==> config.mk <==
export PLATFORM = sky130hd
export DESIGN_NAME = ifetch_stage
export DESIGN_NICKNAME = d
export VERILOG_FILES = /design/src/rtl/ifetch_pkg.sv /design/src/rtl/fetch_buf.sv /design/src/rtl/ifetch_stage.sv
export SDC_FILE = /design/constraint.sdc
export NUM_CORES = 1
export LEC_CHECK = 0
export CAP_MARGIN = 40
export CORE_UTILIZATION = 45
export DETAILED_ROUTE_END_ITERATION = 10
export PLACE_DENSITY = 0.74
export SETUP_SLACK_MARGIN = 0.1
export SYNTH_ARGS = -nofsm -noshare
export SYNTH_HDL_FRONTEND = slang
export SYNTH_SLANG_ARGS = --single-unit
==> constraint.sdc <==
create_clock -name clk -period 5.8 [get_ports clk]
set_input_delay 0.87 -clock clk [delete_from_list [all_inputs] [get_ports clk]]
set_output_delay 0.87 -clock clk [all_outputs]
set_load 0.02 [all_outputs]
==> src/rtl/ifetch_pkg.sv <==
`default_nettype none
// ============================================================================
// Module   : ifetch_pkg
// Brief    : Shared constants and types for the instruction fetch stage.
// Revision : 1.0 - initial release
// ============================================================================
package ifetch_pkg;

  // Instruction handed to decode when the buffer has nothing to offer (MOV r0, r0)
  localparam logic [31:0] NOP_INSTR = 32'hE1A0_0000;

  // Address of the first fetch after reset unless the top overrides it
  localparam logic [31:0] RESET_PC_DEFAULT = 32'h0000_0000;

  // Fetch distance from the head PC that decode expects on PCPlus8
  localparam logic [31:0] PC_AHEAD = 32'd8;

  // One buffered fetch: the instruction word and the address it came from
  typedef struct packed {
    logic [31:0] instr;
    logic [31:0] pc;
  } fetch_entry_t;

endpackage
`default_nettype wire

==> src/rtl/fetch_buf.sv <==
`default_nettype none
// ============================================================================
// Module   : fetch_buf
// Brief    : Small FIFO holding fetched {instr, pc} entries for decode.
//            Flush wins over push/pop; push with pop keeps the occupancy.
// Revision : 1.0 - initial release
// ============================================================================
module fetch_buf
  import ifetch_pkg::*;
#(
  parameter int DEPTH = 2,
  localparam int PTR_W = (DEPTH > 1) ? $clog2(DEPTH) : 1,
  localparam int CNT_W = $clog2(DEPTH + 1)
) (
  input  logic             clk,
  input  logic             reset,
  input  logic             push,
  input  fetch_entry_t     push_entry,
  input  logic             pop,
  input  logic             flush,
  output logic [CNT_W-1:0] count,
  output fetch_entry_t     head_entry
);

  fetch_entry_t     mem_q [DEPTH];
  fetch_entry_t     mem_d [DEPTH];
  logic [PTR_W-1:0] wr_ptr_q, wr_ptr_d;
  logic [PTR_W-1:0] rd_ptr_q, rd_ptr_d;
  logic [CNT_W-1:0] count_q, count_d;
  logic             do_push;
  logic             do_pop;
  logic             is_empty;
  logic             is_full;

  assign is_empty = (count_q == '0);
  assign is_full  = (count_q == CNT_W'(DEPTH));

  // Guard against popping an empty buffer or overflowing a full one
  assign do_pop  = pop & ~is_empty;
  assign do_push = push & (~is_full | do_pop);

  // Wrap a pointer at the buffer depth
  function automatic logic [PTR_W-1:0] ptr_next(input logic [PTR_W-1:0] p);
    if (p == PTR_W'(DEPTH - 1)) begin
      return '0;
    end
    return p + PTR_W'(1);
  endfunction

  // Next-state for storage, pointers and occupancy
  always_comb begin
    mem_d    = mem_q;
    wr_ptr_d = wr_ptr_q;
    rd_ptr_d = rd_ptr_q;
    count_d  = count_q;
    if (flush) begin
      wr_ptr_d = '0;
      rd_ptr_d = '0;
      count_d  = '0;
    end else begin
      if (do_push) begin
        mem_d[wr_ptr_q] = push_entry;
        wr_ptr_d        = ptr_next(wr_ptr_q);
      end
      if (do_pop) begin
        rd_ptr_d = ptr_next(rd_ptr_q);
      end
      count_d = count_q + CNT_W'(do_push) - CNT_W'(do_pop);
    end
  end

  // Buffer state registers, cleared asynchronously
  always_ff @(posedge clk or posedge reset) begin
    if (reset) begin
      mem_q    <= '{default: '0};
      wr_ptr_q <= '0;
      rd_ptr_q <= '0;
      count_q  <= '0;
    end else begin
      mem_q    <= mem_d;
      wr_ptr_q <= wr_ptr_d;
      rd_ptr_q <= rd_ptr_d;
      count_q  <= count_d;
    end
  end

  assign count      = count_q;
  assign head_entry = mem_q[rd_ptr_q];

endmodule
`default_nettype wire

==> src/rtl/ifetch_stage.sv <==
`default_nettype none
// ============================================================================
// Module   : ifetch_stage
// Brief    : Instruction fetch stage. Issues sequential word fetches to
//            instruction memory, buffers returned words in a 2-entry FIFO and
//            presents the head to decode. A writeback redirect flushes the
//            buffer and restarts fetch at the new target.
//            Optional feature macro: IFETCH_PERF_CNT_EN enables the
//            fetch_cnt / bubble_cnt performance counters (tied to zero
//            otherwise).
// Revision : 1.0 - initial release
// ============================================================================
module ifetch_stage
  import ifetch_pkg::*;
#(
  parameter logic [31:0] RESET_PC  = RESET_PC_DEFAULT,
  parameter int          BUF_DEPTH = 2
) (
  input  logic        clk,
  input  logic        reset,
  input  logic        stall,
  input  logic        PCSrcW,
  input  logic [31:0] ResultW,
  output logic        imem_req,
  output logic [31:0] imem_addr,
  input  logic        imem_ready,
  input  logic [31:0] imem_rdata,
  output logic [31:0] InstrF,
  output logic [31:0] PCPlus8,
  output logic        InstrValidF,
  output logic [31:0] fetch_cnt,
  output logic [31:0] bubble_cnt
);

  localparam int CNT_W = $clog2(BUF_DEPTH + 1);

  logic [31:0]      pc_q, pc_d;
  logic [CNT_W-1:0] buf_count;
  fetch_entry_t     head_entry;
  fetch_entry_t     push_entry;
  logic             instr_valid;
  logic             buf_full;
  logic             pop;
  logic             accept;
  logic [31:0]      redirect_pc;

  assign instr_valid = (buf_count != '0);
  assign buf_full    = (buf_count == CNT_W'(BUF_DEPTH));

  // Decode consumes the head only when it is valid, not stalled and not being flushed
  assign pop = instr_valid & ~stall & ~PCSrcW;

  // Request whenever there is room (or room is being made); never during a
  // redirect or while reset is held, so a stale address is never accepted
  assign imem_req  = ~reset & ~PCSrcW & (~buf_full | pop);
  assign imem_addr = pc_q;
  assign accept    = imem_req & imem_ready;

  // Word-align the redirect target by masking the byte offset
  assign redirect_pc = ResultW & 32'hFFFF_FFFC;

  assign push_entry.instr = imem_rdata;
  assign push_entry.pc    = pc_q;

  // Fetch PC: redirect wins, otherwise advance by one word per accepted fetch
  always_comb begin
    pc_d = pc_q;
    if (PCSrcW) begin
      pc_d = redirect_pc;
    end else if (accept) begin
      pc_d = pc_q + 32'd4;
    end
  end

  // Fetch PC register
  always_ff @(posedge clk or posedge reset) begin
    if (reset) begin
      pc_q <= RESET_PC;
    end else begin
      pc_q <= pc_d;
    end
  end

  fetch_buf #(
    .DEPTH (BUF_DEPTH)
  ) u_fetch_buf (
    .clk        (clk),
    .reset      (reset),
    .push       (accept),
    .push_entry (push_entry),
    .pop        (pop),
    .flush      (PCSrcW),
    .count      (buf_count),
    .head_entry (head_entry)
  );

  // Decode-facing outputs come only from registered state, never from imem_rdata
  always_comb begin
    InstrValidF = instr_valid;
    if (instr_valid) begin
      InstrF  = head_entry.instr;
      PCPlus8 = head_entry.pc + PC_AHEAD;
    end else begin
      InstrF  = NOP_INSTR;
      PCPlus8 = pc_q + PC_AHEAD;
    end
  end

`ifdef IFETCH_PERF_CNT_EN
  logic [31:0] fetch_cnt_q, fetch_cnt_d;
  logic [31:0] bubble_cnt_q, bubble_cnt_d;

  // Count accepted fetches and cycles where decode is ready but starved
  always_comb begin
    fetch_cnt_d  = fetch_cnt_q + (accept ? 32'd1 : 32'd0);
    bubble_cnt_d = bubble_cnt_q + ((~stall & ~instr_valid) ? 32'd1 : 32'd0);
  end

  // Performance counter registers, wrapping naturally at 2^32
  always_ff @(posedge clk or posedge reset) begin
    if (reset) begin
      fetch_cnt_q  <= '0;
      bubble_cnt_q <= '0;
    end else begin
      fetch_cnt_q  <= fetch_cnt_d;
      bubble_cnt_q <= bubble_cnt_d;
    end
  end

  assign fetch_cnt  = fetch_cnt_q;
  assign bubble_cnt = bubble_cnt_q;
`else
  assign fetch_cnt  = 32'h0;
  assign bubble_cnt = 32'h0;
`endif

endmodule
`default_nettype wire

* After elaboration in Yosys (flattened, before gate mapping)
Cells that the tools add are included.
** Operators by class
- Add/sub/neg operators :: 7
- $mul :: 0
- Divide/modulo/power cells :: 0
- Order comparisons :: 3
- Equal/unequal tests :: 1
- Shifts and indexed selects :: 0
- Multiplexer cells :: 25
- Bitwise logic cells :: 16
- Reductions and logical operators :: 7
** Operators with widths (count)
- 64-bit two-way mux :: 4
- 128-bit bitwise mux :: 1
- 32-bit two-way mux :: 4
- 32-bit by 4-bit adder with 32-bit output (second input constant) :: 2
- 64-bit demux with 1-bit select :: 1
- 32-bit by 3-bit adder with 32-bit output (second input constant) :: 1
- 1-bit two-way mux :: 14
- 2-bit nonzero test :: 4
- 1-bit AND :: 7
- 1-bit NOT :: 5
- 2-bit greater-or-equal comparator (second input constant) :: 2
- 1-bit NOT with 2-bit output :: 2
- 1-bit adder (second input constant) :: 2
- 2-bit by 1-bit adder with 2-bit output :: 1
- 2-bit equality test (second input constant) :: 1
- 2-bit zero test :: 1
- 2-bit by 1-bit less-than comparator with 1-bit output (second input constant) :: 1
- 2-bit two-way mux :: 1
- 1-bit bitwise OR :: 2
- 2-bit AND reduction :: 1
- 2-bit by 1-bit subtractor with 2-bit output :: 1
- 1-bit logical AND :: 1
** Word-level totals
- Register bits :: 164
- Bits in latches :: 0
- Memory bits (writable) :: 0
- Bits in read-only memories :: 0
- Input bits :: 69
- Output and inout port bits :: 162
- Word-level logic and storage cells :: 67
- Memories kept :: 0

* Longest topological paths before layout
- Depth after elaboration :: 12
- Mapped depth :: 10
- Gate-level depth less buffers :: 9

* By module
From an unflattened synthesis, not the netlist that was laid out.
** Second synthesis, totals
- Cell total of the unflattened synthesis :: 858
- Area total of the unflattened synthesis :: 9624.2 µm²
** By module, submodules not included
- fetch_buf :: times used 1, cells each 364, area each 5973.2 µm², seq. area each 3303.2 µm²
- ifetch_stage :: times used 1, cells each 494, area each 3651.0 µm², seq. area each 750.7 µm²

* Worst setup path before layout
OpenSTA, ideal clock, no wires.
- Path kind :: register to output
- From :: register u_fetch_buf.rd_ptr_q
- To :: output port PCPlus8[19]
- Arrival :: 2.573 ns
- Required time :: 4.930 ns
- Path slack :: 2.357 ns
- Stages on the path, launching flop included :: 11
- Path buffers :: 2
- Cell sequence :: dfrtp_1 -> buf_4 -> buf_6 -> mux2_2 -> mux2i_1 -> inv_1 -> ha_1 -> nand2b_1 -> nand3b_4 -> nor3_1 -> xnor2_1
** On the way
- Cells in the longest elaborated chain, start to end :: 6
** RTL lines
- start, declared :: line fetch_buf.sv:28 : logic [PTR_W-1:0] rd_ptr_q, rd_ptr_d;
- start signal, assigned :: line fetch_buf.sv:82 : rd_ptr_q <= rd_ptr_d;
- 1-bit NOT with 2-bit output (implied by the code) :: line fetch_buf.sv:88 : assign head_entry = mem_q[rd_ptr_q];
- 64-bit two-way mux (implied by the code) (3 in a row) :: line fetch_buf.sv:88
- 32-bit by 4-bit adder with 32-bit output :: line ifetch_stage.sv:102 : PCPlus8 = head_entry.pc + PC_AHEAD;
- 32-bit two-way mux :: line ifetch_stage.sv:100 : if (instr_valid) begin
- end, declared :: line ifetch_stage.sv:29 : output logic [31:0] PCPlus8,
No other way between the ends. The select of a mux whose other input is x is not followed.

* Final worst setup path
- From :: register u_fetch_buf.count_q[1] (netlist: u_fetch_buf.count[1])
- To :: output port PCPlus8[22]
** On the way
- Cells in the longest elaborated chain, start to end :: 2
** RTL lines
- start, declared :: line fetch_buf.sv:29 : logic [CNT_W-1:0] count_q, count_d;
- start signal, assigned :: line fetch_buf.sv:83 : count_q <= count_d;
- 2-bit nonzero test :: line ifetch_stage.sv:47 : assign instr_valid = (buf_count != '0);
- 32-bit two-way mux :: line ifetch_stage.sv:100
No other way between the ends.

==> summary.md <==
| Metric | Value |
|---|---|
| Status | finished, final reports clean |
| CP Buf/Inv Count | 2 |
| Maxcap violations | 0 |
| Data arrival time of the critical path | 3770 ps |
| Final WL | 21,100 um |
| Crit path time final | about 4600 ps |
| Critical path class | flop to output pin |
| Number of synthesized flops with an enable pin | 0 |
| Area occupied by registers | 3960 um^2 |
| Vias in the first global route | ~6,300 |
| Syn Inst Count | around 800 |
| Max Clk Rate | 216 MHz |
| Worst hold path type | flop to flop |
| GRT Total Usage | approximately 21% |
| Asr flop ratio synth | 100% |
| Diode count | 0 |
| Top_reg_cell synth | dfrtp_1 |
| RePlAce Congestion | 0.814 |
| Slowest stage cell, crit path | clkdlybuf4s50_1 |
| Max clock buf depth | 2 |
| Wire per inst | 17.2 um |
| Final Hold Fails | 0 |
| Most common cell after layout, fill and taps aside | clkdlybuf4s50_1 |
| Clk slew on worst S/H paths | 70 ps |
| First-pass GRT wire length | 33,400 um |
| Die Y | 143 um |
| Largest net degree at the start of global routing | 80 |
| Critical Path Start Type | flop |
| GRT overflow | 0 |
| Critical Path RT | 4930 ps |
| Count of cell types in the netlist | 58 |
| Post-DRT Antenna Nets | 0 |
| DR iter-0 viols | 388 |
| Ports | between 200 and 250 |
| Max-slew violations | 0 |
| Vias per cell | 5.22 |
| Most frequent cells in the layout | clkdlybuf4s50_1, dfrtp_1, mux2_2 |
| CTS hold repair buffers | 0 |
| Fin crit share | around four fifths |
| CTS root buffer | clkbuf_16 |
| Clock skew | 9.30 ps |
| Initial core utilization | 45.9% |
| IR drop worst, VDD | 0.237 mV |
| Num Clock Sinks | 158 |
| DR vias | 6,387 |
| Relative slew slack | 43.5% |
| Synth Cell Area | 8890 um^2 |
| Die width | around 140 um |
| Multi-input logic area | around 4400 um^2 |
| Core Util, Final | 56.8% |
| RSZ-0062 raised after global routing | no |
| Final setup vio count | 0 |
| H-tree levels | 4 |
| PnR Total Power | 3.61 mW |
| Cell breakdown of the critical path | nor2_4 > inv_6 > mux2i_1 > nor4_4 > nand2_2 > nor4_1 > xor2_1 > clkdlybuf4s50_1 |
| CP top delay family | simple AND/OR/NAND/NOR gates |
| Rows | 51 |
| Post-CTS Repair Setup Buffers | 0 |
| Post-route setup TNS | 0 ps |
| Drt pass-1 iters | 4 |
| Nets | 1,019 |
| Fill count | 1,672 |
| Synth Register Bits | 158 |
| Initial antenna violation count | 1 |
| Leakage | 4.61 nW |
| YS warnings | 0 |
| CTS tree | yes |
| Crit. End Element | output pin |
| Actual slew at the worst max-slew pin | 840 ps |
| Power Dens Cells | 328 nW/um^2 |
| Fraction of layout cells with a size suffix above 1 | a little over a fifth |
| Die area | 20,300 um^2 |
| Post-Place Setup Slack | 1610 ps |
| Worst Path Max Fanout | 32 |
| Core Box Area | 19,400 um^2 |
| Sequential share of the synthesized area | 44.5% |
| Syn Area/Cell | 11.1 um^2 |
| Clock latency on the worst-skew pair | 430 ps |
| Gates resized, CTS repair | 0 |
| Total CTS buffers | 17 |
| Area delta synth->final | 23.9% |
| PortBufs | 160 |
| CP peak stage delay | 640 ps |
| DRC viols | 0 |
| Final WS setup | 1160 ps |
| Post-DP HPWL | between 10,000 and 15,000 um |
==> registers in the layout (all words and copies together) (netlist names) <==
signal                flops
imem_addr                30
u_fetch_buf.rd_ptr_q      1
u_fetch_buf.wr_ptr_q      1
u_fetch_buf.mem_q       124
u_fetch_buf.count         2
==> synth_stat cells, drive strengths merged (5+ instances only) <==
cell	number	area, um^2
mux2	141	1590
nor2	48	188
dfrtp	158	3950
a221o	8	80.1
nand4	10	77.6
inv	11	46.3
buf	95	684
nand3	15	80.1
xnor2	22	193
xor2	8	70.1
a31oi	5	31.3
o21ai	35	175
clkbuf	19	71.3
mux2i	63	638
nand2	59	224
a21oi	18	93.8
nor3	21	115
nor4	19	180
==> metal layers <==
layer | GRT usage (%) | up-vias | wire [um]
met4 | 6.17 | 2 | 296
li1 | - | 2995 | -
met1 | 26.2 | 3167 | 9090
met2 | 35.8 | 201 | 10100
met5 | 0 | - | 13
met3 | 7.07 | 22 | 1580
==> area by class of cell <==
class / count / share of cell area (%)
timing repair buffer: 171 / 15.7
tap: 265 / 3.01
multi-input combinational: 586 / 39.9
clock inverter: 13 / 0.954
inverter: 12 / 0.500
clock buffer: 19 / 4.02
sequential: 158 / 35.9
==> metrics by stage <==
| step | area (um^2) | instances | hold WS [ps] |
|---|---|---|---|
| final | 11000 | 1224 | 489 |
| after global routing | 11000 | 1224 | 510 |
| after CTS | 11000 | 1224 | 489 |
| after detailed placement | 10500 | 1192 | 474 |
| after global placement | 10400 | 1190 | 460 |
| after floorplan | 9150 | 870 | 444 |
==> cells by family (layout without fill, tap and decap cells) <==
logic type | count (synthesis) | after routing | synth area share (%)
adders and majority gates | 4 | 4 | 0.563
AOI/OAI and AO/OA | 80 | 80 | 5.56
and+or+nand+nor | 200 | 200 | 12.4
muxes | 204 | 204 | 25.0
other | 1 | 68 | 0.0422
xor gates and xnor gates | 30 | 30 | 2.95
DFF | 158 | 158 | 44.5
buffers and inverters | 126 | 215 | 9.06
==> path summary, 6_finish.rpt <==
check                                           start                    end  slack, ps  depth (start not counted)
worst max-delay path             u_fetch_buf.count[1]            PCPlus8[22]       1160                          8
worst min-delay path            u_fetch_buf.mem_q[24]  u_fetch_buf.mem_q[24]        490                          2
worst max register to register   u_fetch_buf.count[0]   u_fetch_buf.mem_q[9]       2610                          7
worst min register to register  u_fetch_buf.mem_q[24]  u_fetch_buf.mem_q[24]        490                          2
max in group asynchronous                       reset  u_fetch_buf.mem_q[18]       3710                          4
min in group asynchronous                       reset  u_fetch_buf.mem_q[34]        830                          2
==> worst min-delay path, delay by kind of cell, from the launching register on <==
family,cells,cell delay [ps]
flops,1,350
simple gates,1,50
compound gates,1,60
==> where the power goes <==
group	switching [mW]	leakage (nW)	internal, mW
Combinational	0.545	2.38	0.543
Clock	0.479	0.251	0.566
Sequential	0.157	1.98	1.32
Note: power is estimated with default switching activity, not from simulation.
